<file path="src/rtl/uart_rx.sv">
// uart_rx: 8-N-1 serial receiver with centre-of-bit sampling.
// The baud divisor is chosen from a fixed eight-entry table at start-bit detection and held for
// the whole frame. Good frames update Rx_Byte with a one-cycle Rx_Done strobe; a low stop bit
// gives a one-cycle Frame_Error strobe and the receiver then waits for the line to go idle.

module uart_rx (
    input  logic       clk,
    input  logic       rst,
    input  logic [2:0] baud_rate_select,
    input  logic       Rx_Serial,
    output logic [7:0] Rx_Byte,
    output logic       Rx_Done,
    output logic       Frame_Error,
    output logic       Rx_Active
);

    localparam logic [2:0] StIdle  = 3'd0;
    localparam logic [2:0] StStart = 3'd1;
    localparam logic [2:0] StData  = 3'd2;
    localparam logic [2:0] StStop  = 3'd3;
    localparam logic [2:0] StBreak = 3'd4;

    logic        rx_meta;
    logic        rx_sync;

    logic [2:0]  state_q, state_d;
    logic [10:0] div_q, div_d;
    logic [10:0] clk_count_q, clk_count_d;
    logic [2:0]  bit_index_q, bit_index_d;
    logic [7:0]  shift_q, shift_d;
    logic [7:0]  rx_byte_q, rx_byte_d;
    logic        rx_done_q, rx_done_d;
    logic        frame_error_q, frame_error_d;

    logic [10:0] div_sel;
    logic [10:0] half;
    logic        half_hit;
    logic        bit_hit;

    // Two-flop synchronizer; idles high so reset never looks like a start bit.
    always_ff @(posedge clk or negedge rst) begin
        if (!rst) begin
            rx_meta <= 1'b1;
            rx_sync <= 1'b1;
        end else begin
            rx_meta <= Rx_Serial;
            rx_sync <= rx_meta;
        end
    end

    // Baud divisor table, clocks per bit.
    always_comb begin
        div_sel = 11'd1042;
        case (baud_rate_select)
            3'd0:    div_sel = 11'd1042;
            3'd1:    div_sel = 11'd695;
            3'd2:    div_sel = 11'd521;
            3'd3:    div_sel = 11'd261;
            3'd4:    div_sel = 11'd174;
            3'd5:    div_sel = 11'd87;
            3'd6:    div_sel = 11'd79;
            default: div_sel = 11'd39;
        endcase
    end

    assign half     = div_q >> 1;
    assign half_hit = (clk_count_q == (half - 11'd1));
    assign bit_hit  = (clk_count_q == (div_q - 11'd1));

    // Next-state logic for the frame FSM, counters, shift register and strobes.
    always_comb begin
        state_d       = state_q;
        div_d         = div_q;
        clk_count_d   = clk_count_q;
        bit_index_d   = bit_index_q;
        shift_d       = shift_q;
        rx_byte_d     = rx_byte_q;
        rx_done_d     = 1'b0;
        frame_error_d = 1'b0;

        case (state_q)
            StIdle: begin
                clk_count_d = 11'd0;
                bit_index_d = 3'd0;
                if (!rx_sync) begin
                    div_d   = div_sel;
                    state_d = StStart;
                end
            end

            StStart: begin
                if (half_hit) begin
                    clk_count_d = 11'd0;
                    // Line back high at mid-start means a glitch: drop it silently.
                    state_d = rx_sync ? StIdle : StData;
                end else begin
                    clk_count_d = clk_count_q + 11'd1;
                end
            end

            StData: begin
                if (bit_hit) begin
                    clk_count_d          = 11'd0;
                    shift_d[bit_index_q] = rx_sync;
                    if (bit_index_q == 3'd7) begin
                        bit_index_d = 3'd0;
                        state_d     = StStop;
                    end else begin
                        bit_index_d = bit_index_q + 3'd1;
                    end
                end else begin
                    clk_count_d = clk_count_q + 11'd1;
                end
            end

            StStop: begin
                if (bit_hit) begin
                    clk_count_d = 11'd0;
                    if (rx_sync) begin
                        rx_byte_d = shift_q;
                        rx_done_d = 1'b1;
                        state_d   = StIdle;
                    end else begin
                        frame_error_d = 1'b1;
                        state_d       = StBreak;
                    end
                end else begin
                    clk_count_d = clk_count_q + 11'd1;
                end
            end

            StBreak: begin
                // Wait out a held-low line so a break never starts a new frame.
                clk_count_d = 11'd0;
                if (rx_sync) begin
                    state_d = StIdle;
                end
            end

            default: begin
                state_d     = StIdle;
                clk_count_d = 11'd0;
                bit_index_d = 3'd0;
            end
        endcase
    end

    // State registers; reset aborts any frame in progress without a strobe.
    always_ff @(posedge clk or negedge rst) begin
        if (!rst) begin
            state_q       <= StIdle;
            div_q         <= 11'd0;
            clk_count_q   <= 11'd0;
            bit_index_q   <= 3'd0;
            shift_q       <= 8'd0;
            rx_byte_q     <= 8'd0;
            rx_done_q     <= 1'b0;
            frame_error_q <= 1'b0;
        end else begin
            state_q       <= state_d;
            div_q         <= div_d;
            clk_count_q   <= clk_count_d;
            bit_index_q   <= bit_index_d;
            shift_q       <= shift_d;
            rx_byte_q     <= rx_byte_d;
            rx_done_q     <= rx_done_d;
            frame_error_q <= frame_error_d;
        end
    end

    assign Rx_Byte     = rx_byte_q;
    assign Rx_Done     = rx_done_q;
    assign Frame_Error = frame_error_q;
    assign Rx_Active   = (state_q == StStart) || (state_q == StData) || (state_q == StStop);

endmodule

</file>
<file path="config.mk">
export PLATFORM = sky130hd
export DESIGN_NAME = uart_rx
export DESIGN_NICKNAME = d
export VERILOG_FILES = /design/src/rtl/uart_rx.sv
export SDC_FILE = /design/constraint.sdc
export NUM_CORES = 1
export LEC_CHECK = 0
export ABC_AREA = 0
export BUFFER_PORTS_ARGS = -buffer_cell sky130_fd_sc_hd__buf_2
export CAP_MARGIN = 20
export CORE_UTILIZATION = 50
export CTS_BUF_LIST = sky130_fd_sc_hd__clkbuf_8 sky130_fd_sc_hd__clkbuf_16
export DETAILED_ROUTE_END_ITERATION = 16
export PLACE_DENSITY = 0.67
export SLEW_MARGIN = 20
export SYNTH_ARGS = -nofsm -noshare
export SYNTH_HDL_FRONTEND = slang
export SYNTH_SLANG_ARGS = --single-unit
</file>
<file path="constraint.sdc">
create_clock -name clk -period 6.9 [get_ports clk]
set_input_delay 1.38 -clock clk [delete_from_list [all_inputs] [get_ports clk]]
set_output_delay 1.38 -clock clk [all_outputs]
set_load 0.03 [all_outputs]
</file>
-- Word level (Yosys, flattened, before mapping)
Cells that the tools add are included.
Widths: inputs -> output; s select.
- input port bits: 6
- output and inout port bits: 11
- bits in writable memories: 0
- bits in latches: 0
- memories kept: 0
- bits in read-only memories: 0
- logic and storage cells: 74
- flip-flop bits (word level): 48
- equal/unequal tests: 19
- mux-type cells: 25
- magnitude comparators: 2
- shift-type cells: 0
- multiply operators: 0
- div/mod/pow operators: 0
- reduce and logical (&&, ||, !) cells: 12
- add/subtract/negate cells: 4
- bitwise gates (word level): 2
- operator list (kind ; number):
    $pmux 11 s7 ; 1
    $mux 3 ; 9
    $eq 11x11->1 ; 2
    $mux 11 ; 2
    $pmux 11 s2 ; 1
    $eq 3x3->1 const B ; 5
    $pmux 3 s5 ; 1
    $eq 3x2->1 const B ; 4
    $ne 2x2->1 const B ; 6
    $add 11x1->11 const B ; 1
    $sub 10x1->11 const B ; 1
    $sub 11x1->11 const B ; 1
    $bwmux 8 ; 1
    $mux 1 ; 7
    $eq 3x1->1 const B ; 2
    $logic_not 3->1 ; 2
    $pmux 3 s2 ; 1
    $reduce_and 2->1 ; 3
    $reduce_and 6->1 ; 1
    $lt 3x4->1 const B ; 1
    $add 3x1->3 const B ; 1
    $demux 1 s3 ; 1
    $ge 3x1->1 const B ; 1
    $reduce_and 3->1 ; 1
    6 further kinds ; 8

-- Depth between registers and ports, before layout
Gate-level depths: netlist (run 1).
- depth after elaboration: 5
- gate-level depth with buffers: 9
- gate-level depth less buffers: 8

-- Worst setup path after synthesis (run 1)
Ideal clock, no wire load.
- path type: register to register
- start point: reg div_q[2]
- end point: reg state_q[0]
- clock period less this slack: 2.631 ns
- buffers on the path: 0
- required time: 6.775 ns
- cell stages (with the launch flop): 9
- setup time: 0.125 ns
- arrival time: 2.506 ns
- slack: 4.269 ns
- cells stage by stage: dfrtp_1 > inv_1 > ha_1 > or3b_1 > or4_1 > a21o_1 > a2111o_1 > o32ai_1 > nor2_1
- word-level cells in the longest chain between the ends: 4
- elaborated cells between the ends (all ways): 8
- classes of those cells: add/sub (2); eq/ne (5); reduce/logical (1)
- RTL lines (item ; line ; text):
    start, declared ; 27 ; logic [10:0] div_q, div_d;
    start signal, assigned ; 161 ; div_q <= div_d;
    $sub 11x1->11 / $sub 10x1->11 (equally long branches) ; 68, 67 ;
    $eq 11x11->1 (on tied branches) ; 68, 67 ;
    $ne 2x2->1 (no line) ; n/a ;
    $reduce_and 6->1 (no line) * ; n/a ;
    end signal, assigned ; 151 ; state_q <= StIdle;
    end signal, assigned ; 160 ; state_q <= state_d;
    end, declared ; 26 ; logic [2:0] state_q, state_d;
Mark *: on every way between the ends. The rest lies on a longest branch, timed or not.
A chain may end at the register's enable or synchronous reset.

-- Worst setup path in the final report (run 1)
- start point: reg div_q[2]
- end point: reg rx_byte_q[4], in the netlist Rx_Byte[4]
- word-level cells in the longest chain between the ends: 3
- RTL lines (item ; line ; text):
    $sub 11x1->11 ; 68 ; assign bit_hit = (clk_count_q == (div_q - 11'd1));
    $eq 11x11->1 ; 68 ;
    $reduce_and 3->1 (no line) ; n/a ;
    end signal, assigned ; 165 ; rx_byte_q <= rx_byte_d;
    end, declared ; 31 ; logic [7:0] rx_byte_q, rx_byte_d;
No other way between the ends.

==> results of run 1 <==
## worst max-delay path, delay by kind of cell (launching register included)
| family | cells | cell delay, ps |
|---|---|---|
| adder cells (fa/ha/maj) | 1 | 300 |
| XOR/XNOR | 1 | 160 |
| buffers and inverters | 1 | 130 |
| multiplexers | 1 | 340 |
| flip-flops | 1 | 430 |
| AND/OR/NAND/NOR | 4 | 1530 |
## registers in the layout, summed over array words and instances, names as in the netlist
register / count
clk_count_q: 11
bit_index_q: 3
Rx_Byte: 8
Frame_Error: 1
rx_meta: 1
rx_sync: 1
state_q: 3
shift_q: 8
div_q: 11
Rx_Done: 1
## metrics by stage
step	instance area, sq um	power, W	hold slack, ps
final	3240	0.00127	362
after global routing	3240	0.00137	371
after CTS	3240	0.00127	365
after detailed placement	3130	0.00107	349
after global placement	3130	0.00105	346
after floorplan	3080	0.000947	345
## power by group through the flow
stage	clock network, W	logic [W]	registers, W
after floorplan	0	0.000560	0.000387
after CTS	0.000204	0.000573	0.000492
after detailed placement	0	0.000568	0.000498
final	0.000201	0.000577	0.000494
after global routing	0.000217	0.000643	0.000508
after global placement	0	0.000558	0.000494
## cell usage in the layout, fill, tap and decap left out, types with 3 or more instances in the layout
| cell | instances |
|---|---|
| dfrtp_1 | 46 |
| xnor2_1 | 24 |
| nor3_1 | 8 |
| a21oi_1 | 5 |
| nand2b_1 | 5 |
| o32ai_1 | 3 |
| ha_1 | 5 |
| o41ai_1 | 3 |
| a211oi_1 | 3 |
| buf_2 | 15 |
| xor2_1 | 13 |
| nor4_1 | 12 |
| o31ai_1 | 5 |
| clkbuf_8 | 5 |
| nand4_1 | 9 |
| nor2b_1 | 6 |
| inv_1 | 8 |
| nand3_1 | 19 |
| o21ai_0 | 7 |
| nor2_1 | 19 |
| mux2_2 | 17 |
| nand2_1 | 32 |
| o22ai_1 | 7 |
| nor4b_1 | 3 |
## synthesized netlist by cell type (all sizes together), types with 3 or more instances
| library cell | n |
|---|---|
| a21oi | 5 |
| nand3 | 19 |
| o41ai | 3 |
| nor3 | 8 |
| nor4b | 3 |
| nor4 | 13 |
| nand2b | 5 |
| nor2 | 21 |
| a211oi | 3 |
| o21ai | 7 |
| nand4 | 9 |
| o22ai | 7 |
| o31ai | 5 |
| xor2 | 13 |
| o32ai | 3 |
| dfrtp | 46 |
| inv | 7 |
| nand2 | 32 |
| clkbuf | 23 |
| ha | 5 |
| nor2b | 6 |
| buf | 5 |
| mux2 | 17 |
| xnor2 | 24 |
## cells by family (layout without fill, tap and decap cells)
group	after synthesis	in the layout	synth area share, %
buf+inv	35	31	4.67
xor+xnor	37	37	10.5
flops	48	48	39.1
mux	17	17	6.22
fa+ha+maj	5	5	2.03
simple gates	136	136	24.3
compound gates	54	54	13.1
## cell type report
cell class | instances | area, sq um | area share, %
multi-input combinational | 249 | 1730 | 53.3
clock buffer | 5 | 68.8 | 2.12
sequential | 48 | 1200 | 37.1
timing repair buffer | 16 | 82.6 | 2.55
tap | 75 | 93.8 | 2.89
inverter | 7 | 26.3 | 0.810
clock inverter | 3 | 38.8 | 1.20
## how the worst min path moves through the flow
stage	slack, ps	startpoint	end
floorplan	350	rx_meta	rx_sync
global placement	350	rx_meta	rx_sync
detailed placement	350	rx_meta	rx_sync
CTS	370	rx_meta	rx_sync
global route	370	rx_meta	rx_sync
finish	360	rx_meta	rx_sync
## per-layer routing
layer	GRT usage (%)	up-vias	part of all wire (%)
met5	0	-	0
met4	6.96	0	1.7
met3	3.86	11	4.4
met2	34.3	60	45
met1	33.2	1186	49
li1	-	1200	-
==> flow_metrics.tcl, run 1 <==
set metrics [dict create \
    status "finished clean" \
    synth_largest_area_cell "dfrtp_1" \
    placed_cells 395 \
    top_level_ports 17 \
    internal_power_w 0.000691 \
    htree_levels 2 \
    setup_violations 0 \
    drive_gt1_share_pct 14.6 \
    min_path_type "flip-flop to flip-flop" \
    cp_cell_sequence "inv_1 > ha_1 > nor4b_1 > xnor2_1 > and4_1 > nand4_1 > or3_1 > mux2_2" \
    synth.top_cell.area_share_pct 37.4 \
    worstSetupPathType "flip-flop to flip-flop" \
    cts_repair_resize_count 0 \
    worstMarginPinSlew_ps 909 \
    grt_max_degree 49 \
    ys.flop_type "dfrtp_1" \
    skew_ps 7.86 \
    syn_nets 343 \
    dieArea_sq_um 6470 \
    grt_pass1_vias 2298 \
    wirelength_mm 6.74 \
    die-width_um 80.5 \
    drc_errors 0 \
    crit_required_ps 7090 \
    vias 2457 \
    arrival_ps 3180 \
    hold_viol_final 0 \
    period_needed_ps 2990 \
    cts_buffers 5 \
    setup_ws_ps 3910 \
    swShare_pct 45.7 \
    cts_buffer_depth 2 \
    final_nets 338 \
    area_growth_syn_to_layout_pct 5.41 \
    dp_hpwl_mm 4.75 \
    maxSlewViolCount 0 \
    cts_tree "done" \
    clk_latency_ps 300 \
    grt_pass1_wl_mm 11.4 \
    root_buffer "clkbuf_8" \
    endpoint "Rx_Byte[4]" \
    clockPowerShare_pct 15.8 \
    synth_edf_count 0 \
    antenna_left 0 \
    timing.fmax_mhz 334 \
    rsz0062_at_grt "no" \
    critPathLaunch "div_q[2]" \
    regToRegStartpoint "div_q[2]" \
    diodes 0 \
    ys_top_cells_by_area "dfrtp_1 37%, xnor2_1 6.8%, mux2_2 6.2%" \
    p_switching_w 0.000581 \
    r2r-end "Rx_Byte[4]" \
    power_density_nw_per_um2 392 \
    gp_congestion 0.875 \
    drt-initial-drc-count 191 \
    cap_violations 0 \
    nFillCells 533 \
    vias_per_cell 6.10 \
    ys_seq_area_share_pct 39.1 \
    fp.dieH_um 80.5 \
    slowest_stage "or3_1" \
    synth_cells 332 \
    yosysWarnings 0 \
    firstDrtPassIters 4 \
    p_leak_nw 1.40 \
    core_sq_um 5920 \
    ir_drop_mv 0.245 \
    pwr-share-comb_pct 45.3 \
    gr-total-overflow 0 \
    cts_setup_buffers 0 \
    path_max_fanout 8 \
    avgSynthCellArea_sq_um 9.27 \
    async_flop_share_pct 100 \
    rows 28 \
    start_kind "flip-flop" \
    clk_pin_slew_ps 90 \
    tns_ps 0 \
    rr_worst_depth 8 \
    post-route-period-util_pct 43.3 \
    ys_ff_latch 48 \
    grtUsageTotal_pct 22.8 \
    place_ws_ps 3940 \
    max_stage_delay_ps 640 \
    endpoint_kind "flip-flop" \
    min_delay_path_depth 0 \
    post-route-util_pct 54.8 \
    syn_area_sq_um 3080 \
    antenna_found_initial 0 \
    cts-hold-fix-buffers 0 \
    port_buffers 16 \
    rrSetupSlack_ps 3910 \
    fin_cells 403 \
    maxSlewHeadroom_pct 39.2 \
    clock_sinks 48 \
    initial_utilization_pct 52.0 \
    avgRoutedWirePerCell_um 16.7 \
    seqPwrFrac_pct 38.8 \
    yosysUniqueCellTypes 58 \
]
Note: power is estimated with default switching activity, not from simulation.
==> inputs of run 2 (changes only) <==
Clock period 6.9 ns to 2.95 ns, I/O delays scaled along.
==> flow_metrics.tcl, run 2 (synthesis gave the netlist of run 1 again) <==
set metrics [dict create \
    firstDrtPassIters 4 \
    dp_hpwl_mm 5.00 \
    clk_latency_ps 310 \
    area_growth_syn_to_layout_pct 10.8 \
    tns_ps 0 \
    cpLargestDelayFamily "simple AND/OR/NAND/NOR gates" \
    final_nets 355 \
    initial_utilization_pct 52.0 \
    avgRoutedWirePerCell_um 16.7 \
    root_buffer "clkbuf_8" \
    die-width_um 80.5 \
    antenna_left 0 \
    cts-hold-fix-buffers 0 \
    cts_buffers 5 \
    grt_max_degree 48 \
    clk_pin_slew_ps 100 \
    area.sequential_sq_um 1200 \
    top_regs "clk_count_q x11, div_q x11" \
    timing.fmax_mhz 359 \
    worstMarginPinSlew_ps 914 \
    post-route-period-util_pct 94.3 \
    wirelength_mm 7.00 \
    grt_pass1_vias 2303 \
    crit_required_ps 3130 \
    grtUsageTotal_pct 23.4 \
    gp_congestion 0.889 \
    rows 28 \
    drt-initial-drc-count 170 \
    endpoint_kind "flip-flop" \
    start_kind "flip-flop" \
    maxSlewViolCount 0 \
    multi_input_area_sq_um 1770 \
    grt_pass1_wl_mm 11.4 \
    cap_violations 0 \
    port_buffers 16 \
    ir_drop_mv 0.539 \
    dieArea_sq_um 6470 \
    path_max_fanout 7 \
    drc_errors 0 \
    core_sq_um 5920 \
    drive_gt1_share_pct 20.0 \
    setup_violations 0 \
    setup_ws_ps 168 \
    min_path_type "input port to asynchronous set/reset pin" \
    skew_ps 8.81 \
    layout_commonest_cell "dfrtp_1" \
    cts_buffer_depth 2 \
    gr-total-overflow 0 \
    fp.dieH_um 80.5 \
    p_leak_nw 1.48 \
    vias_per_cell 6.02 \
    rsz0062_at_grt "no" \
    period_needed_ps 2780 \
    hold_viol_final 0 \
    cts_tree "done" \
    diodes 0 \
    cp_cell_sequence "inv_1 > ha_4 > or3b_1 > or4_1 > a21o_1 > a2111o_1 > nor2_4 > o22ai_1" \
    status "finished clean" \
    nFillCells 530 \
    crit_buf_inv 1 \
    top_level_ports 17 \
    arrival_ps 2960 \
    place_ws_ps 62.1 \
    htree_levels 2 \
    final_cell_mix "46 x dfrtp_1, 32 x nand2_1, 24 x xnor2_1" \
    power_density_nw_per_um2 931 \
    antenna_found_initial 0 \
    max_stage_delay_ps 500 \
    slowest_stage "a2111o_1" \
    vias 2527 \
    worstSetupPathType "flip-flop to flip-flop" \
    clock_sinks 48 \
    maxSlewHeadroom_pct 38.8 \
]
==> run 2: cell count changes in the layout (fill, tap and decap cells not counted), sizes merged <==
cell / before / now
buf: 16 / 32
clkinv: 1 / 2
nor2: 21 / 22
inv: 8 / 7
==> run 2: worst paths after layout <==
kind                                   to  slack [ps]      from  cells past startpoint
setup / recovery           clk_count_q[7]         170  div_q[2]                      8
min in group clk                  rx_sync         360   rx_meta                      0
max in group asynchronous         rx_sync        2090       rst                      2
setup reg to reg           clk_count_q[7]         170  div_q[2]                      8
hold / removal             clk_count_q[2]         300       rst                      1
hold reg to reg                   rx_sync         360   rx_meta                      0
==> run 2: power by group <==
part,internal (W),switching [W]
Combinational,0.000680,0.000878
Clock,0.000255,0.000231
Sequential,0.000798,0.000331
Total,0.00173,0.00144
==> run 2: cell type report <==
type                       instances  share of cell area, %
multi-input combinational        250                   51.8
clock buffer                       5                   2.02
tap                               75                   2.75
clock inverter                     3                   1.39
sequential                        48                   35.3
inverter                           7                  0.770
timing repair buffer              32                   5.94
==> run 2: what timing repair did <==
item                                    CTS  global route
resized for setup                         0             5
buffers inserted                          0             0
endpoints found under the setup margin    0            19
==> run 2: layer usage <==
| metal | global-route usage (%) | vias up | part of all wire (%) |
|---|---|---|---|
| li1 | - | 1230 | - |
| met1 | 32.9 | 1231 | 49 |
| met2 | 36.2 | 59 | 45 |
| met3 | 4.77 | 7 | 4.5 |
| met4 | 6.79 | 0 | 1.2 |
| met5 | 0 | - | 0 |
==> run 2: worst reg2reg max path: stages, from the launching register on <==
cell	delay, ps
dfrtp_1	430
inv_1	160
ha_4	190
or3b_1	360
or4_1	470
a21o_1	190
a2111o_1	500
nor2_4	240
o22ai_1	130
==> run 2: metrics by stage <==
stage               instance area [sq um]  total power [W]  util [%]  std cells  hold slack [ps]
finish                               3410          0.00317      57.6        420              295
global route                         3410          0.00340      57.6        420              333
detailed placement                   3250          0.00261      55.0        411              353
CTS                                  3370          0.00311      56.9        419              366
global placement                     3250          0.00257      55.0        411              346
floorplan                            3080          0.00222         -        332              294
==> inputs of run 3 (changes only) <==
Settings changed: PLACE_DENSITY 0.67 to 0.72.
==> flow_metrics.tcl, run 3 (synthesis gave the netlist of run 1 again) <==
set metrics [dict create \
    status "finished clean" \
    crit_required_ps 3190 \
    tns_ps 0 \
    dieArea_sq_um 6470 \
    area_growth_syn_to_layout_pct 9.96 \
    top_level_ports 17 \
    post-route-period-util_pct 95.9 \
    wirelength_mm 7.11 \
    antenna_found_initial 0 \
    cts_buffers 5 \
    min_path_type "input port to asynchronous set/reset pin" \
    worstMarginPinSlew_ps 671 \
    top_regs "clk_count_q x11, div_q x11" \
    die-width_um 80.5 \
    clk_pin_slew_ps 90 \
    firstDrtPassIters 5 \
    grtUsageTotal_pct 24.4 \
    placed_area_sq_um 3240 \
    layout_commonest_cell "dfrtp_1" \
    fin_cells 419 \
    nFillCells 525 \
    fp.dieH_um 80.5 \
    root_buffer "clkbuf_8" \
    cap_violations 0 \
    antenna_left 0 \
    final_nets 354 \
    maxSlewHeadroom_pct 54.8 \
    multi_input_area_sq_um 1740 \
    area.sequential_sq_um 1200 \
    final_cell_mix "45 x dfrtp_1, 32 x nand2_1, 24 x xnor2_1" \
    cts_buffer_depth 2 \
    path_max_fanout 5 \
    dp_hpwl_mm 5.12 \
    gr-total-overflow 0 \
    rows 28 \
    diodes 0 \
    timing.fmax_mhz 354 \
    placed_cells 409 \
    grt_max_degree 48 \
    cts_tree "done" \
    avgRoutedWirePerCell_um 17.0 \
    grt_pass1_vias 2313 \
    clk_latency_ps 300 \
    vias 2539 \
    power_density_nw_per_um2 930 \
    setup_violations 0 \
    initial_utilization_pct 52.0 \
    start_kind "flip-flop" \
    p_leak_nw 1.48 \
    maxSlewViolCount 0 \
    gp_congestion 0.939 \
    endpoint_kind "flip-flop" \
    htree_levels 2 \
    arrival_ps 3070 \
    port_buffers 16 \
    vias_per_cell 6.06 \
    hold_slack_ps 287 \
    clock_sinks 48 \
    rsz0062_at_grt "no" \
    worstSetupPathType "flip-flop to flip-flop" \
    ir_drop_mv 0.625 \
    drive_gt1_share_pct 19.5 \
    drt-initial-drc-count 206 \
    skew_ps 4.73 \
    cts-hold-fix-buffers 0 \
    core_sq_um 5920 \
    stdcell_area_sq_um 3380 \
    period_needed_ps 2830 \
    hold_viol_final 0 \
    drc_errors 0 \
    grt_pass1_wl_mm 11.8 \
]
[run 3: changes by cell type in the layout (fill, tap and decap cells not counted)]
cell and change:
buf_4 -1, dfrtp_1 -1, dfrtp_2 +1, ha_1 +1, clkinv_4 -1, o32ai_2 -1
clkbuf_8 +1, ha_4 -1, o32ai_1 +1, nor2_4 -1, nor2_2 +1
[run 3: stage by stage]
step	setup slack (ps)	utilization (%)	power, W
2_1_floorplan	319	-	0.00222
3_3_place_gp	210	54.7	0.00256
3_5_place_dp	130	54.7	0.00261
4_1_cts	71.3	56.8	0.00312
5_1_grt	0.615	57.2	0.00340
6_report	122	57.2	0.00315
[run 3: timing repair]
item	CTS	global route
setup endpoints to repair	0	18
setup buffers	0	1
gates resized for setup	0	2
[run 3: area by class of cell]
class / instances / share of cell area, %
multi-input cells: 250 / 51.5
well taps: 75 / 2.77
repair buffers: 31 / 5.77
clock buffers: 6 / 2.44
clock inverters: 2 / 1.15
flip-flops and latches: 48 / 35.6
inverters: 7 / 0.776
[run 3: path summary, 6_finish.rpt]
| kind | from | to | cells after the start | slack, ps |
|---|---|---|---|---|
| max | div_q[2] | state_q[1] | 8 | 120 |
| min | rst | shift_q[4] | 1 | 290 |
| min reg2reg | rx_meta | rx_sync | 0 | 360 |
| max in group asynchronous | rst | rx_sync | 2 | 2100 |
| max reg2reg | div_q[2] | state_q[1] | 8 | 120 |
| min in group clk | rx_meta | rx_sync | 0 | 360 |
[run 3: report_power, final]
| group | switching (W) | internal (W) |
|---|---|---|
| logic | 0.000849 | 0.000658 |
| registers | 0.000337 | 0.000800 |
| clock network | 0.000226 | 0.000277 |
| total | 0.00141 | 0.00173 |
[run 3: layer usage]
layer / global-route usage (%) / up-vias / routed length, um
met2: 37.5 / 74 / 3390
met3: 4.77 / 17 / 387
met4: 8.39 / 0 / 161
met5: 0 / - / 0
li1: - / 1223 / -
met1: 34.2 / 1225 / 3180
[run 3: worst max-delay path, cell delays in order, from the launching register on]
cell and delay, ps:
dfrtp_1 440, inv_1 130, ha_1 210, or3b_1 370, or4_1 480, a21o_1 190
a2111o_1 520, nor2_4 220, a32o_1 200
